==> src/rtl/sprite_pkg.sv <==
// Shared definitions for the sprite animation engine: character-state bit
// positions, animation-set encoding and small elaboration-time helpers.
package sprite_pkg;

    localparam int ST_FACE = 0;
    localparam int ST_AIR  = 1;
    localparam int ST_MOVE = 2;

    typedef enum logic [1:0] {
        SET_STAND = 2'd0,
        SET_WALK  = 2'd1,
        SET_JUMP  = 2'd2
    } anim_set_e;

    localparam logic [11:0] KEY_COLOR_DEF = 12'h000;

    // Width helper that never collapses to zero bits for single-entry ranges.
    function automatic int clog2_min1(input int n);
        return (n > 1) ? $clog2(n) : 1;
    endfunction

    // Airborne wins over moving; a standing character is the fallback.
    function automatic anim_set_e decode_set(input logic [2:0] st);
        if (st[ST_AIR])  return SET_JUMP;
        if (st[ST_MOVE]) return SET_WALK;
        return SET_STAND;
    endfunction

endpackage

==> src/rtl/anim_timer.sv <==
// Animation timebase: frame tick divider, frame index sequencing, and the
// restart/hold behaviour driven by the character state.
module anim_timer
    import sprite_pkg::*;
#(
    parameter int N_FRAMES = 4,
    parameter int TICK_DIV = 6000000
) (
    input  logic                              clk,
    input  logic                              rst_n,
    input  logic [2:0]                        state,
    input  logic                              hold,
    output logic [clog2_min1(N_FRAMES)-1:0]   frame_idx,
    output anim_set_e                         anim_set
);

    localparam int FW = clog2_min1(N_FRAMES);
    localparam int TW = clog2_min1(TICK_DIV);

    anim_set_e     set_now;
    logic          face_q;
    logic          restart;
    logic          tick;
    logic [TW-1:0] tick_cnt;

    assign set_now = decode_set(state);
    assign restart = (set_now != anim_set) || (state[ST_FACE] != face_q);
    assign tick    = (tick_cnt == TW'(TICK_DIV - 1));

    always_ff @(posedge clk) begin
        if (!rst_n) begin
            tick_cnt  <= '0;
            frame_idx <= '0;
            anim_set  <= SET_STAND;
            face_q    <= 1'b0;
        end else begin
            // NOTE: non-blocking updates let restart/tick see pre-edge values of every flop.
            anim_set <= set_now;
            face_q   <= state[ST_FACE];
            if (restart) begin
                // A new set or facing always restarts from frame 0, even while paused.
                tick_cnt  <= '0;
                frame_idx <= '0;
            end else if (!hold) begin
                tick_cnt <= tick ? '0 : tick_cnt + TW'(1);
                if (set_now == SET_JUMP) begin
                    frame_idx <= '0;
                end else if (tick) begin
                    frame_idx <= (frame_idx == FW'(N_FRAMES - 1)) ? '0 : frame_idx + FW'(1);
                end
            end
        end
    end

endmodule

==> src/rtl/sprite_anim_ctrl.sv <==
// Per-character sprite engine: mirrored ROM address generation plus a
// latency-matched valid/in-range pipeline that realigns the ROM pixel.
module sprite_anim_ctrl
    import sprite_pkg::*;
#(
    parameter int SPR_W    = 47,
    parameter int SPR_H    = 64,
    parameter int ADDR_W   = 14,
    parameter int N_FRAMES = 4,
    parameter int TICK_DIV = 6000000,
    parameter int ROM_LAT  = 1,
    parameter int COLOR_W  = 12,
    parameter logic [COLOR_W-1:0] KEY_COLOR = KEY_COLOR_DEF
) (
    input  logic                              clk,
    input  logic                              rst_n,
    input  logic [2:0]                        state,
    input  logic                              hold,
    input  logic                              pix_req,
    input  logic [$clog2(SPR_W+1)-1:0]        pix_x,
    input  logic [$clog2(SPR_H+1)-1:0]        pix_y,
    output logic [ADDR_W-1:0]                 rom_addr,
    output logic [1:0]                        rom_set,
    output logic [clog2_min1(N_FRAMES)-1:0]   rom_frame,
    input  logic [COLOR_W-1:0]                rom_data,
    output logic [COLOR_W-1:0]                pix_out,
    output logic                              pix_valid,
    output logic                              pix_opaque,
    output logic [clog2_min1(N_FRAMES)-1:0]   frame_idx
);

    localparam int XW    = $clog2(SPR_W + 1);
    localparam int YW    = $clog2(SPR_H + 1);
    localparam int DEPTH = ROM_LAT + 2;

    if (SPR_W * SPR_H > 2 ** ADDR_W) begin : g_addr_chk
        $error("sprite_anim_ctrl: SPR_W*SPR_H does not fit in ADDR_W bits");
    end
    if (ROM_LAT < 1 || TICK_DIV < 2 || N_FRAMES < 1) begin : g_param_chk
        $error("sprite_anim_ctrl: ROM_LAT>=1, TICK_DIV>=2, N_FRAMES>=1 required");
    end

    anim_set_e         anim_set;
    logic              in_range;
    logic [ADDR_W-1:0] pix_addr;
    logic [DEPTH-1:0]  vld_sr;
    logic [ROM_LAT:0]  rng_sr;

    anim_timer #(
        .N_FRAMES (N_FRAMES),
        .TICK_DIV (TICK_DIV)
    ) u_timer (
        .clk       (clk),
        .rst_n     (rst_n),
        .state     (state),
        .hold      (hold),
        .frame_idx (frame_idx),
        .anim_set  (anim_set)
    );

    // Left-facing sprites read each row right-to-left; only a constant multiply is needed.
    always_comb begin
        // NOTE: both outputs get a value on every path, so no latch is inferred.
        in_range = (pix_x < XW'(SPR_W)) && (pix_y < YW'(SPR_H));
        pix_addr = ADDR_W'(pix_y) * ADDR_W'(SPR_W)
                 + (state[ST_FACE] ? ADDR_W'(pix_x)
                                   : ADDR_W'(SPR_W - 1) - ADDR_W'(pix_x));
    end

    always_ff @(posedge clk) begin
        if (!rst_n) begin
            // NOTE: the valid pipeline is reset so pixels in flight at reset never emerge.
            rom_addr   <= '0;
            rom_set    <= '0;
            rom_frame  <= '0;
            vld_sr     <= '0;
            rng_sr     <= '0;
            pix_out    <= '0;
            pix_opaque <= 1'b0;
        end else begin
            vld_sr <= {vld_sr[DEPTH-2:0], pix_req};
            rng_sr <= {rng_sr[ROM_LAT-1:0], in_range};

            // Set and frame are captured with the address so a later frame change cannot leak in.
            if (pix_req && in_range) begin
                rom_addr  <= pix_addr;
                rom_set   <= anim_set;
                rom_frame <= frame_idx;
            end

            if (vld_sr[ROM_LAT]) begin
                pix_out    <= rng_sr[ROM_LAT] ? rom_data : '0;
                pix_opaque <= rng_sr[ROM_LAT] && (rom_data != KEY_COLOR);
            end else begin
                pix_opaque <= 1'b0;
            end
        end
    end

    assign pix_valid = vld_sr[DEPTH-1];

endmodule

==> config.mk <==
export PLATFORM = sky130hd
export DESIGN_NAME = sprite_anim_ctrl
export DESIGN_NICKNAME = d
export VERILOG_FILES = /design/src/rtl/sprite_pkg.sv /design/src/rtl/anim_timer.sv /design/src/rtl/sprite_anim_ctrl.sv
export SDC_FILE = /design/constraint.sdc
export NUM_CORES = 1
export LEC_CHECK = 0
export CORE_ASPECT_RATIO = 0.9
export CORE_MARGIN = 4
export CORE_UTILIZATION = 58
export CTS_CLUSTER_SIZE = 30
export DETAILED_ROUTE_END_ITERATION = 10
export DONT_BUFFER_PORTS = 1
export HOLD_SLACK_MARGIN = 0.02
export PLACE_DENSITY = 0.76
export SLEW_MARGIN = 10
export SYNTH_ARGS = -nofsm -noshare
export SYNTH_HDL_FRONTEND = slang
export SYNTH_SLANG_ARGS = --single-unit
export TNS_END_PERCENT = 10
==> constraint.sdc <==
create_clock -name clk -period 5.07 [get_ports clk]
set_clock_uncertainty 0.15 [all_clocks]
set_input_delay 0.507 -clock clk [delete_from_list [all_inputs] [get_ports clk]]
set_output_delay 0.507 -clock clk [all_outputs]
set_load 0.02 [all_outputs]
After elaboration in Yosys (flattened, before gate mapping):

Cells that the tools add are included.

* flip-flop bits (word level): 64
* input port bits: 32

* $lt $le $gt $ge: 2
* eq/ne operators: 5
* add/subtract/negate cells: 4
* multiplexer cells: 13
* reduce and logical (&&, ||, !) cells: 9
* multiply operators: 1
* bitwise operators: 2

Operators with widths (number)
* 23-bit by 1-bit adder with 23-bit output, second input constant: 1
* 23-bit == test, second input constant: 1
* 23-bit two-way mux: 1
* 13-bit by 14-bit adder with 14-bit output: 1
* 14-bit two-way mux: 1
* 2-bit two-way mux: 7
* 7-bit by 6-bit multiplier with 13-bit output, second input constant: 1
* 12-bit two-way mux: 1
* 12-bit nonzero test: 1
* 7-bit < comparator, second input constant: 1
* 6-bit by 6-bit subtractor with 7-bit output, first input constant: 1
* 6-bit < comparator, second input constant: 1
* 2-bit == test, second input constant: 2
* 2-bit AND reduction: 2
* 1-bit logical AND: 3
* 1-bit two-way mux: 3
* 2-bit by 1-bit adder with 2-bit output, second input constant: 1
* 2-bit inequality test: 1
* 1-bit inverter: 2
* 2-bit nonzero test: 1
* 2-bit OR reduction: 1
* 1-bit logical OR: 1
* 1-bit inequality test: 1

Longest topological paths before layout:

Gate-level depths: netlist (run 1).

* word-level depth: 7
* mapped depth: 14

Cells and area by module:

A second synthesis (run 1) with hierarchy kept.

* cells, all modules: 480
* area, all modules: 4250.3 sq um

Modules (own cells, without submodules)
* sprite_anim_ctrl: area each 2782.7 sq um, cells an instance 320, instances 1
* anim_timer: area each 1467.7 sq um, cells an instance 160, instances 1

Least setup slack after synthesis (run 1):

OpenSTA, ideal clock, no wires.

* kind: input port to flip-flop
* from: in pix_y[4]
* to: reg rom_addr[9]
* library setup time: 0.120 ns
* slack: 0.760 ns
* data arrival time: 4.040 ns
* buffers on the path: 0
* required time: 4.800 ns
* stages on the path: 14
* cell sequence: fa_1 -> inv_1 -> fa_1 -> inv_1 -> fa_1 -> inv_1 -> fa_1 -> inv_1 -> ha_1 -> and3_1 -> a221o_1 -> a31oi_1 -> nor4_1 -> a211o_1

* word-level cells in the longest chain between the ends: 3

Ends and longest elaborated chain
* start: declaration: line sprite_anim_ctrl.sv:21 `input logic [$clog2(SPR_H+1)-1:0] pix_y,`
* parallel branches: the longest is 3 deep, another holds 13-bit by 14-bit adder with 14-bit output
* end signal: assignment: line sprite_anim_ctrl.sv:86 `rom_addr <= pix_addr;`
* end: declaration: line sprite_anim_ctrl.sv:22 `output logic [ADDR_W-1:0] rom_addr,`

Several ways; the timed one is not identified.
A chain may end at the register's enable or synchronous reset.

Worst setup path after layout (run 1):

* from: in pix_y[4]
* to: reg rom_addr[11]

The elaborated chain is that of the path after synthesis.

==> flow_metrics.env, run 1 <==
export IMPL_status="completed"
export IMPL_r2r_end="u_timer.tick_cnt[9]"
export IMPL_synthAdderAreaFrac_pct=22.8
export IMPL_die_area_um2=8380
export IMPL_tightest_slew_ns=0.979
export IMPL_synthSimpleGateAreaFrac_pct=21.4
export IMPL_fin_crit_sh_pct=83.5
export IMPL_critical_path_top_delay_family="adder cells"
export IMPL_setup_tns_ns=0
export IMPL_synth_fp_nets=551
export IMPL_synthMuxAreaShare_pct=0.742
export IMPL_fill_cells=599
export IMPL_drtIter0Drc=150
export IMPL_cts_sinks=64
export IMPL_synthesis_area_um2=4050
export IMPL_initial_core_util_pct=60.5
export IMPL_total_power_mw=1.52
export IMPL_cap_violations=0
export IMPL_avgSynthCellArea_um2=8.82
export IMPL_path_clk_slew_ns=0.07
export IMPL_max_freq_ghz=0.236
export IMPL_synth_xor_area_share_pct=6.71
export IMPL_r2r_start="u_timer.tick_cnt[0]"
export IMPL_cts_inserted_buffers=9
export IMPL_synthFlopType="dfxtp_1"
export IMPL_dp_hpwl_mm=6.72
export IMPL_critPathLaunchType="primary input"
export IMPL_dieHeight_um=87.3
export IMPL_ys_seq_area_share_pct=31.6
export IMPL_clk_path_buf_depth=2
export IMPL_fin_crit_ns=4.23
export IMPL_hold_start="pix_y[6]"
export IMPL_critPathMaxFanout=6
export IMPL_layout_common_cells="dfxtp_1, inv_1, nor2_1"
export IMPL_final_common_cell="dfxtp_1"
export IMPL_die_w_um=96.1
export IMPL_syn_to_final_growth_pct=5.50
export IMPL_holdPathStages=1
export IMPL_drcViolationCount=0
export IMPL_required_ns=5.17
export IMPL_synth_top_family_by_area="adder cells"
export IMPL_grt_pass1_wl_mm=14.0
export IMPL_cp_cell_sequence="fa_1, inv_1, fa_1, inv_1, fa_1, inv_1, fa_1, inv_1, ha_1, and3_1, a221o_1, a311oi_1, nand4_1, o221ai_1"
export IMPL_setup_viol=0
export IMPL_slowest_stage="fa_1"
export IMPL_hold_buffers=0
export IMPL_synth_edf_count=0
export IMPL_fin_ws_ns=0.836
export IMPL_grt_usage_pct=21.6
export IMPL_critPathKind="primary input to register"
export IMPL_clk_root_buffer_cell="clkbuf_8"
export IMPL_grt_pass1_vias=3013
export IMPL_reg2reg_slack_ns=2.48
export IMPL_io_buffer_count=0
export IMPL_hold_end="rng_sr[0]"
export IMPL_core_area_um2=6690
export IMPL_rsz0062_at_grt="no"
export IMPL_synth_seq_cells=64
export IMPL_slowest_delay_ns=0.54
export IMPL_clk_insertion_delay_late_ns=0.34
export IMPL_powerDensity_nw_per_um2=357
export IMPL_netlist_instances=459
export IMPL_relSlewSlack_pct=34.7
export IMPL_vias=3127
export IMPL_rows=28
export IMPL_worst_setup_path_end_kind="register"
export IMPL_cp_arrival_ns=4.34
export IMPL_ant_nets=0
export IMPL_synth_compound_area_share_pct=10.6
export IMPL_diodes=0
export IMPL_grt_antenna_before_repair=0
export IMPL_leakagePower_nw=1.88
export IMPL_ys_warn_count=0
export IMPL_layout_nets=550
export IMPL_place_congestion=0.883
export IMPL_grt_max_degree=31
export IMPL_wl_per_cell_um=15.5
export IMPL_dr_pass1_iters=4
export IMPL_cts_setup_buffers=0
export IMPL_wirelength_mm=8.58
export IMPL_hold_violations=0
export IMPL_ys_async_sr_fraction_pct=0
export IMPL_vdd_drop_max_uv=264
export IMPL_post_cts_resized=0
export IMPL_drive_above_1_share_pct=3.90
export IMPL_hp_class="primary input to register"
export IMPL_crit_buf_inv=4
export IMPL_ios=66
export IMPL_viasPerCell=5.66
export IMPL_r2r_cells=6
export IMPL_preCtsSetupSlack_ns=0.498
export IMPL_cts_tree="done"
export IMPL_grt_remaining_overflow=0
export IMPL_slew_violations=0
export IMPL_ctsHtreeMaxLevel=3
export IMPL_ys_types=50
[per-stage QoR]
stage	cells	area, um^2	hold WS, ns	utilization (%)
floorplan	459	4050	0.257	-
global placement	537	4120	0.267	61.5
detailed placement	537	4120	0.276	61.5
CTS	552	4270	0.105	63.8
global route	552	4270	0.0872	63.8
finish	552	4270	0.119	63.8
[area by class of cell]
type,instances,area [um^2],area share [%]
inverter,53,199,4.66
sequential,64,1280,30.0
tap,90,113,2.64
timing repair buffer,1,7.51,0.176
clock inverter,4,22.5,0.527
multi-input combinational,329,2520,58.9
clock buffer,11,131,3.08
[how the worst max path moves through the flow]
stage,cells after the start,slack (ns),to,from
floorplan,14,0.76,rom_addr[9],pix_y[4]
global placement,13,0.60,rom_addr[11],pix_y[4]
detailed placement,14,0.50,rom_addr[11],pix_y[4]
CTS,14,0.86,rom_addr[11],pix_y[4]
global route,14,0.71,rom_addr[11],pix_y[4]
finish,14,0.84,rom_addr[11],pix_y[4]
[report_power, final]
part / internal (mW) / switching [mW]
sequential: 0.528 / 0.0456
clock: 0.172 / 0.181
combinational: 0.250 / 0.348
total: 0.950 / 0.574
[routing by layer]
layer	wire, um	global-route usage [%]
met5	0	0
met4	82	5.30
met3	661	7.61
met2	3990	34.1
met1	3840	28.2
[state kept, by name (all words and copies together), names as in the netlist, 2 cells and up]
register,count
u_timer.tick_cnt,23
rom_addr,14
pix_out,12
vld_sr,3
rng_sr,2
rom_frame,2
rom_set,2
u_timer.anim_set,2
u_timer.frame_idx,2
[Yosys cell counts (all sizes together), types with 3 or more instances]
| cell | number | area [um^2] |
|---|---|---|
| xor2 | 17 | 149 |
| xnor2 | 14 | 123 |
| nand3 | 20 | 100 |
| nor2b | 12 | 75.1 |
| ha | 37 | 463 |
| clkbuf | 10 | 37.5 |
| a21o | 5 | 37.5 |
| a21oi | 31 | 155 |
| and3 | 5 | 31.3 |
| a211oi | 3 | 22.5 |
| nor3 | 8 | 40.0 |
| nand4 | 10 | 62.6 |
| buf | 3 | 13.8 |
| inv | 53 | 199 |
| o21ai | 3 | 15.0 |
| and4 | 3 | 26.3 |
| and2 | 8 | 50.1 |
| nand2 | 31 | 116 |
| a31oi | 6 | 37.5 |
| nor4 | 7 | 43.8 |
| fa | 23 | 460 |
| mux2i | 3 | 30.0 |
| nor2 | 48 | 180 |
| or3 | 3 | 18.8 |
| dfxtp | 64 | 1280 |
[kinds of logic (layout without fill, tap and decap cells)]
group | count (synthesis) | in the layout
mux | 3 | 3
flops | 64 | 64
simple gates | 168 | 168
compound gates | 67 | 67
fa+ha+maj | 60 | 60
xor+xnor | 31 | 31
buf+inv | 66 | 69
Note: power is estimated with default switching activity, not from simulation.
==> inputs of run 2 (changes only) <==
PLACE_DENSITY = 0.78   (was 0.76)
clock period = 3.5 ns   (was 5.07 ns; I/O delays follow)
==> run 2 against run 1 <==
- the flow now finishes with violations (setup timing)
- sequential cell count unchanged
- critical path depth up 1
- clock-buffer cell count down 1
- design area up 12%
- core utilization up 7.6 points
- non-clock buffer count up 41
- register-to-register slack worse by 1.5 ns
- largest power group unchanged
==> flow_metrics.env, run 2 (synthesis gave the netlist of run 1 again) <==
export IMPL_p_sw_uw=938
export IMPL_io_buffer_count=0
export IMPL_grt_usage_pct=23.7
export IMPL_grt_remaining_overflow=0
export IMPL_tightest_slew_ns=1.01
export IMPL_critPathKind="primary input to register"
export IMPL_ios=66
export IMPL_wl_per_cell_um=15.5
export IMPL_initial_core_util_pct=60.5
export IMPL_grt_pass1_vias=3299
export IMPL_vdd_drop_max_uv=344
export IMPL_internal_power_mw=1.79
export IMPL_critPathMaxFanout=5
export IMPL_regMostFlops="u_timer.tick_cnt"
export IMPL_dr_pass1_iters=4
export IMPL_fin_crit_ns=3.78
export IMPL_place_area_um2=4320
export IMPL_drive_above_1_share_pct=11.3
export IMPL_slowest_delay_ns=0.52
export IMPL_grt_pass1_wl_mm=15.4
export IMPL_clk_insertion_delay_late_ns=0.34
export IMPL_dp_hpwl_mm=6.55
export IMPL_max_freq_ghz=0.264
export IMPL_rows=28
export IMPL_cp_arrival_ns=3.88
export IMPL_relSlewSlack_pct=32.5
export IMPL_ant_nets=0
export IMPL_place_congestion=0.871
export IMPL_dieHeight_um=87.3
export IMPL_preCtsSetupSlack_ns=-0.659
export IMPL_cts_sinks=64
export IMPL_ctsHtreeMaxLevel=3
export IMPL_rsz0062_at_grt="yes"
export IMPL_status="finished, violations left"
export IMPL_cts_inserted_buffers=9
export IMPL_seqPwrFrac_pct=30.5
export IMPL_critPathLaunchType="primary input"
export IMPL_path_clk_slew_ns=0.07
export IMPL_largest_register_ffs=23
export IMPL_cap_violations=0
export IMPL_final_common_cell="dfxtp_1"
export IMPL_clk_root_buffer_cell="clkbuf_8"
export IMPL_path_common_cell="fa_1"
export IMPL_drcViolationCount=0
export IMPL_fin_ws_ns=-0.283
export IMPL_slowest_stage="fa_1"
export IMPL_powerDensity_nw_per_um2=570
export IMPL_die_w_um=96.1
export IMPL_drtIter0Drc=141
export IMPL_diodes=0
export IMPL_vias=3266
export IMPL_worst_setup_path_end_kind="register"
export IMPL_syn_to_final_growth_pct=18.0
export IMPL_leakagePower_nw=2.10
export IMPL_cts_tree="done"
export IMPL_hold_violations=0
export IMPL_violations="setup timing"
export IMPL_viasPerCell=5.50
export IMPL_die_area_um2=8380
export IMPL_clk_path_buf_depth=2
export IMPL_reg2reg_slack_ns=0.93
export IMPL_reg_largest_list="u_timer.tick_cnt: 23 flops, rom_addr: 14 flops, pix_out: 12 flops"
export IMPL_fin_crit_sh_pct=108
export IMPL_core_area_um2=6690
export IMPL_combinationalPowerShare_pct=44.0
export IMPL_clock_power_share_pct=25.5
export IMPL_stdcell_area_um2=4780
export IMPL_layout_nets=591
export IMPL_slew_violations=0
export IMPL_setup_viol=6
export IMPL_wirelength_mm=9.20
export IMPL_grt_max_degree=31
export IMPL_required_ns=3.60
export IMPL_swShare_pct=34.4
export IMPL_hp_class="primary input to register"
export IMPL_layout_common_cells="dfxtp_1, inv_1, nor2_1"
export IMPL_grt_antenna_before_repair=0
export IMPL_cp_cell_sequence="fa_1, inv_1, fa_1, inv_1, fa_1, inv_2, fa_1, inv_2, ha_4, and3_4, a221o_1, buf_6, a311oi_2, nand4_1, o221ai_1"
-- run 2: repair_timing --
action	in CTS	in global routing
pin swaps	0	5
setup endpoints to repair	7	8
endpoints found under the hold margin	25	0
buffers inserted	0	1
hold buffers	19	0
gates resized for setup	2	8
-- run 2: power groups by stage --
stage,combinational (mW),sequential [mW],clock (mW)
finish,1.20,0.830,0.695
global route,1.35,0.834,0.741
CTS,1.14,0.831,0.702
detailed placement,1.11,0.848,0
global placement,1.07,0.847,0
floorplan,0.761,0.835,0
-- run 2: critical path: cells and delay by family --
family,cells,cell delay (ns)
simple gates,2,0.30
fa+ha+maj,5,2.18
buf+inv,5,0.33
compound gates,3,0.71
-- run 2: per-layer routing --
metal	GRT usage, %	routed length [um]
met1	29.2	3890
met2	41.3	4700
met3	5.19	514
met4	6.59	93
met5	0	0
-- run 2: path summary, 6_finish.rpt --
| check | from | end | cells after the start |
|---|---|---|---|
| worst max-delay path | pix_y[4] | rom_addr[11] | 15 |
| worst min-delay path | hold | u_timer.tick_cnt[1] | 2 |
| worst max register to register | u_timer.tick_cnt[0] | u_timer.tick_cnt[14] | 6 |
| worst min register to register | rng_sr[0] | rng_sr[1] | 1 |
-- run 2: cell type report --
| cell class | instances | area, um^2 |
|---|---|---|
| inverter | 53 | 199 |
| tap | 90 | 113 |
| clock buffer | 10 | 138 |
| sequential | 64 | 1280 |
| multi-input combinational | 329 | 2600 |
| clock inverter | 6 | 82.6 |
| timing repair buffer | 42 | 367 |
| fill | 494 | 1910 |
-- run 2: per-stage QoR --
stage	instances	total power, mW	utilization, %	setup TNS (ns)	hold slack (ns)
after detailed placement	558	1.95	64.6	-4.07	0.267
after floorplan	459	1.60	-	-2.39	0.257
after global routing	594	2.93	71.4	-1.76	0.0281
after CTS	593	2.67	70.8	-0.953	0.0238
after global placement	558	1.92	64.6	-3.32	0.263
final	594	2.72	71.4	-1.05	0.0361
==> RTL change 1: new RTL, config.mk and constraints of run 2 <==
Make the reset (`rst_n`) asynchronous in 2 clocked blocks.
--- a/src/rtl/anim_timer.sv
+++ b/src/rtl/anim_timer.sv
@@ -27,7 +27,7 @@
     assign restart = (set_now != anim_set) || (state[ST_FACE] != face_q);
     assign tick    = (tick_cnt == TW'(TICK_DIV - 1));
 
-    always_ff @(posedge clk) begin
+    always_ff @(posedge clk or negedge rst_n) begin
         if (!rst_n) begin
             tick_cnt  <= '0;
             frame_idx <= '0;
--- a/src/rtl/sprite_anim_ctrl.sv
+++ b/src/rtl/sprite_anim_ctrl.sv
@@ -67,7 +67,7 @@
                                    : ADDR_W'(SPR_W - 1) - ADDR_W'(pix_x));
     end
 
-    always_ff @(posedge clk) begin
+    always_ff @(posedge clk or negedge rst_n) begin
         if (!rst_n) begin
             // NOTE: the valid pipeline is reset so pixels in flight at reset never emerge.
             rom_addr   <= '0;
Check against the original RTL: differs if rst_n is asserted again (counterexample within 4 cycles, from zero or initial values and one cycle with rst_n low); with rst_n held inactive, the same outputs for 10 cycles.
==> RTL change 1 against run 2 <==
Cell count rose by 7.6%. The run still ends with negative setup slack left. Sequential power rose by 20%. Global-route usage rose by 0.56 points. Wire length rose by 13%. Power rose by 14%. Design area rose by 9.2%. Non-clock buffer count fell by 7. Sequential cell count did not move. Register-to-register slack got worse by 110 ps. Setup slack improved by 120 ps. Area after synthesis rose by 12%. Sequential share of layout area rose by 3.9 points. Largest power group unchanged. Clock power rose by 11%.
==> RTL change 1: results (changes against run 2) <==
first-pass GRT wire length: 18100 um (+18%)
Max stage delay on crit path: 540 ps (+20 ps)
Detail Placement HPWL: 7500 um (+14%)
top cell family by delay on the critical path: adder cells
Final Setup Violations: 4 (-2)
clock slew at reported path FFs: 70 ps (about the same)
main flop type after synthesis: dfrtp_1
largest net degree at the start of global routing: 65 (+110%)
Clk Latency, worst-skew pair: 340 ps (about the same)
Initial DRC Count: 310 (+120%)
Static Leak: 2.40 nW (+14%)
Hold Crit Class: primary input to flop
Post-synth top cells: 65 x nand2_1, 64 x dfrtp_1, 64 x inv_1
Slew headroom: 0.518 (+0.194)
crit path DAT: 3730 ps (-150 ps)
vias in the first global route: 3815 (+16%)
worst IR drop on VDD: 0.000451 V (+31%)
CP max-delay cell: fa_1
Clock Power Share: 0.250 (-0.005)
placed cell area: 0.00475 sq mm (+9.9%)
initial antenna violation count: 0 (unchanged)
worst setup margin: -160 ps (+123 ps)
CTS Buf Count: 9 (unchanged)
outcome: complete, but fails checks
synth top area cells: dfrtp_1 35%, ha_1 10%, fa_1 10%
Final Hold Vio Count: 0 (unchanged)
CTS root buf: clkbuf_8
final net count: 630 (+6.6%)
Synth Warn #: 0 (unchanged)
Crit Path Max Fanout: 5 (unchanged)
PortBufs: 0 (unchanged)
fraction of layout instances using a drive strength above 1: 0.0994 (-0.0136)
top flop regs: u_timer.tick_cnt: 23 flops, rom_addr: 14 flops, pix_out: 12 flops
post-DR vias/cell: 5.90 (+7.4%)
# H-tree levels: 3 (unchanged)
CTS Buffer Depth: 2 (unchanged)
synthesized net count: 603 (+9.4%)
Total GRT Usage: 0.242 (+0.00564)
Sum Neg Setup Slack: -237 ps (+812 ps)
Post-synth ARST share: 1.00 (+1.00)
setup bufs post-CTS: 0 (unchanged)
Power Internal: 1.92 mW (+7.4%)
Total Power: 3.09 mW (+14%)
Comb group: 1.31 mW (+9%)
Placer Congestion: 0.899 (+3.2%)
antenna diode instance count: 0 (unchanged)
failing checks: negative setup slack
drt first pass iters: 5 (+1)
sequential fraction of the synthesis area: 0.354 (+0.0374)
Post-CTS Resized: 5 (+3)
synth unique cells: 50 (unchanged)
hold-fix buffers at CTS: 16 (-3)
Total Routed Length: 10400 um (+13%)
# fillers: 570 (+15%)
Setup WS pre-CTS: -530 ps (+129 ps)
## RTL change 1: cell type report
type | instances | share of cell area
Clock buffer | 9 | 0.0237
Clock inverter | 7 | 0.0230
Inverter | 66 | 0.0475
Multi-Input combinational cell | 362 | 0.514
Sequential cell | 64 | 0.307
Tap cell | 96 | 0.0230
Timing Repair Buffer | 35 | 0.0614
## RTL change 1: cell families after synthesis
| group | count (synthesis) | share of synthesized area |
|---|---|---|
| buffers and inverters | 85 | 0.0708 |
| AOI/OAI and AO/OA | 95 | 0.127 |
| muxes | 5 | 0.0111 |
| DFF | 64 | 0.354 |
| xor gates and xnor gates | 13 | 0.0252 |
| and+or+nand+nor | 189 | 0.208 |
| adders and majority gates | 60 | 0.204 |
## RTL change 1: final timing paths
path	from	endpoint	slack, ps	cells after the start
max	pix_y[4]	rom_addr[12]	-160	14
max reg2reg	u_timer.tick_cnt[0]	u_timer.frame_idx[1]	820	5
min	rom_data[8]	pix_out[8]	30	2
min reg2reg	vld_sr[0]	vld_sr[1]	200	0
min in group asynchronous	rst_n	pix_out[6]	400	2
max in group asynchronous	rst_n	u_timer.tick_cnt[14]	2540	2
## RTL change 1: routing by layer
layer | track usage | up-vias | wire, um
li1 | - | 1815 | -
met1 | 0.320 | 1811 | 4330
met2 | 0.396 | 132 | 5090
met3 | 0.0669 | 14 | 857
met4 | 0.0576 | 0 | 124
met5 | 0 | - | 0
## RTL change 1: through the flow
stage / utilization / hold WS [ps] / cells
6_report: 0.688 / 28.2 / 639
5_1_grt: 0.688 / 32.2 / 639
3_3_place_gp: 0.627 / -93.9 / 607
3_5_place_dp: 0.627 / -93.8 / 607
2_1_floorplan: - / -95.6 / 511
4_1_cts: 0.685 / 21.2 / 639
==> RTL change 2: new RTL, config.mk and constraints of run 2 <==
Made on the original files. `N_FRAMES` is set to 4 in 2 places; all go to 8.
--- a/src/rtl/anim_timer.sv
+++ b/src/rtl/anim_timer.sv
@@ -3,7 +3,7 @@
 module anim_timer
     import sprite_pkg::*;
 #(
-    parameter int N_FRAMES = 4,
+    parameter int N_FRAMES = 8,
     parameter int TICK_DIV = 6000000
 ) (
     input  logic                              clk,
--- a/src/rtl/sprite_anim_ctrl.sv
+++ b/src/rtl/sprite_anim_ctrl.sv
@@ -6,7 +6,7 @@
     parameter int SPR_W    = 47,
     parameter int SPR_H    = 64,
     parameter int ADDR_W   = 14,
-    parameter int N_FRAMES = 4,
+    parameter int N_FRAMES = 8,
     parameter int TICK_DIV = 6000000,
     parameter int ROM_LAT  = 1,
     parameter int COLOR_W  = 12,
Ports: changed (resized frame_idx and rom_frame); port bits go from 66 to 68. The function was not compared with the original's and may differ.
==> RTL change 2 against run 2 <==
The flow still finishes with violations (negative setup slack). Wire length increased by 6.3%. Design area is 5.1% higher. Setup slack improved by 190 ps. Register-to-register slack better by 630 ps. Power grew 6.3%. Area after synthesis is 5.7% higher. Worst hold slack got worse by 8.0 ps. Sequential cell count up 2. Critical path type unchanged. Largest cell class unchanged. Largest power group unchanged.
==> RTL change 2: results (changes against run 2) <==
outcome: complete, but fails checks
failing checks: negative setup slack
Seq area share: 0.263 (-0.00499)
signal buffers share of area: 0.0733 (-0.00346)
reg2reg start: u_timer.tick_cnt[0]
multi-input gate share of total cell area: 0.548 (+0.00411)
Post-Layout Cell Count: 626 (+5.4%)
placed cells: 592 (+6.1%)
fraction of layout instances using a drive strength above 1: 0.118 (+0.00510)
Total GRT Usage: 0.229 (-0.00733)
placed cell area: 0.00455 sq mm (+5.3%)
Initial DRC Count: 162 (+15%)
Slew headroom: 0.447 (+0.122)
synth top area cells: dfxtp_1 31%, ha_1 11%, fa_1 11%
hold wc startpoint: rst_n
proportion of netlist area held by the largest area contributor: 0.309 (-0.00767)
Non-clk bufs: 43 (+2.4%)
sequential fraction of the synthesis area: 0.309 (-0.00767)
worst setup margin: -92.3 ps (+191 ps)
Power Internal: 1.88 mW (+5.5%)
synth unique cells: 56 (+12%)
Final Setup Violations: 5 (-1)
inverter count: 59 (+11%)
Placer Congestion: 0.857 (-1.6%)
largest net degree at the start of global routing: 26 (-16%)
first-pass GRT wire length: 16400 um (+6.4%)
Sum Neg Setup Slack: -214 ps (+835 ps)
vias in the first global route: 3575 (+8.4%)
# fillers: 578 (+17%)
final net count: 621 (+5.1%)
Multi-In Gates: 349 (+6.1%)
post-DR vias/cell: 5.65 (+2.8%)
Detail Placement HPWL: 7180 um (+9.5%)
synthesized net count: 583 (+5.8%)
clock network contribution to total cell area: 0.0483 (+0.00226)
number of synthesized register bits: 66 (+3.1%)
RTL change 2: changes by cell type in the layout (fill, tap and decap cells not counted), sizes merged, moves of 3 or more:
cell	delta
a311o	+3
inv	+5
nand2	+7
nand3	-5
nand4	-5
nor2	+5
nor2b	+4
o311ai	+3
xnor2	+7
xor2	-9
RTL change 2: logic make-up (layout without fill, tap and decap cells):
group,after synthesis,count (layout),share of synthesized area
compound gates,80,80,0.127
xor+xnor,29,29,0.0594
fa+ha+maj,61,61,0.219
buf+inv,75,118,0.0681
flops,66,66,0.309
mux,2,2,0.00468
simple gates,177,177,0.214
RTL change 2: metrics by stage:
| stage | setup slack [ps] | utilization |
|---|---|---|
| finish | -92.3 | 0.706 |
| global route | -207 | 0.706 |
| CTS | -80.6 | 0.702 |
| detailed placement | -496 | 0.640 |
| global placement | -389 | 0.640 |
| floorplan | -377 | - |
RTL change 2: power groups by stage:
stage               logic (mW)  clock network, mW  registers, mW
CTS                       1.23              0.783          0.857
detailed placement        1.15                  0          0.874
global route              1.42              0.813          0.862
global placement          1.10                  0          0.875
finish                    1.27              0.774          0.856
floorplan                0.775                  0          0.861
RTL change 2: final timing paths:
kind | slack, ps | to
max reg2reg | 1560 | u_timer.tick_cnt[22]
max | -90 | rom_addr[12]
min | 30 | rom_addr[13]
min reg2reg | 280 | vld_sr[1]
RTL change 2: per-layer routing:
metal  up-vias  global-route usage  routed length [um]  part of all wire
li1       1740                   -                   -                 -
met1      1694               0.275                4170              0.43
met2        95               0.409                4870              0.50
met3         9              0.0788                 673             0.069
met4         0              0.0397                  63            0.0064
met5         -                   0                   0                 0
RTL change 2: timing repair:
item,CTS,global route
endpoints found under the hold margin,23,0
setup endpoints to repair,5,8
hold buffers,18,0
pin swaps,9,4
gates resized for setup,6,6
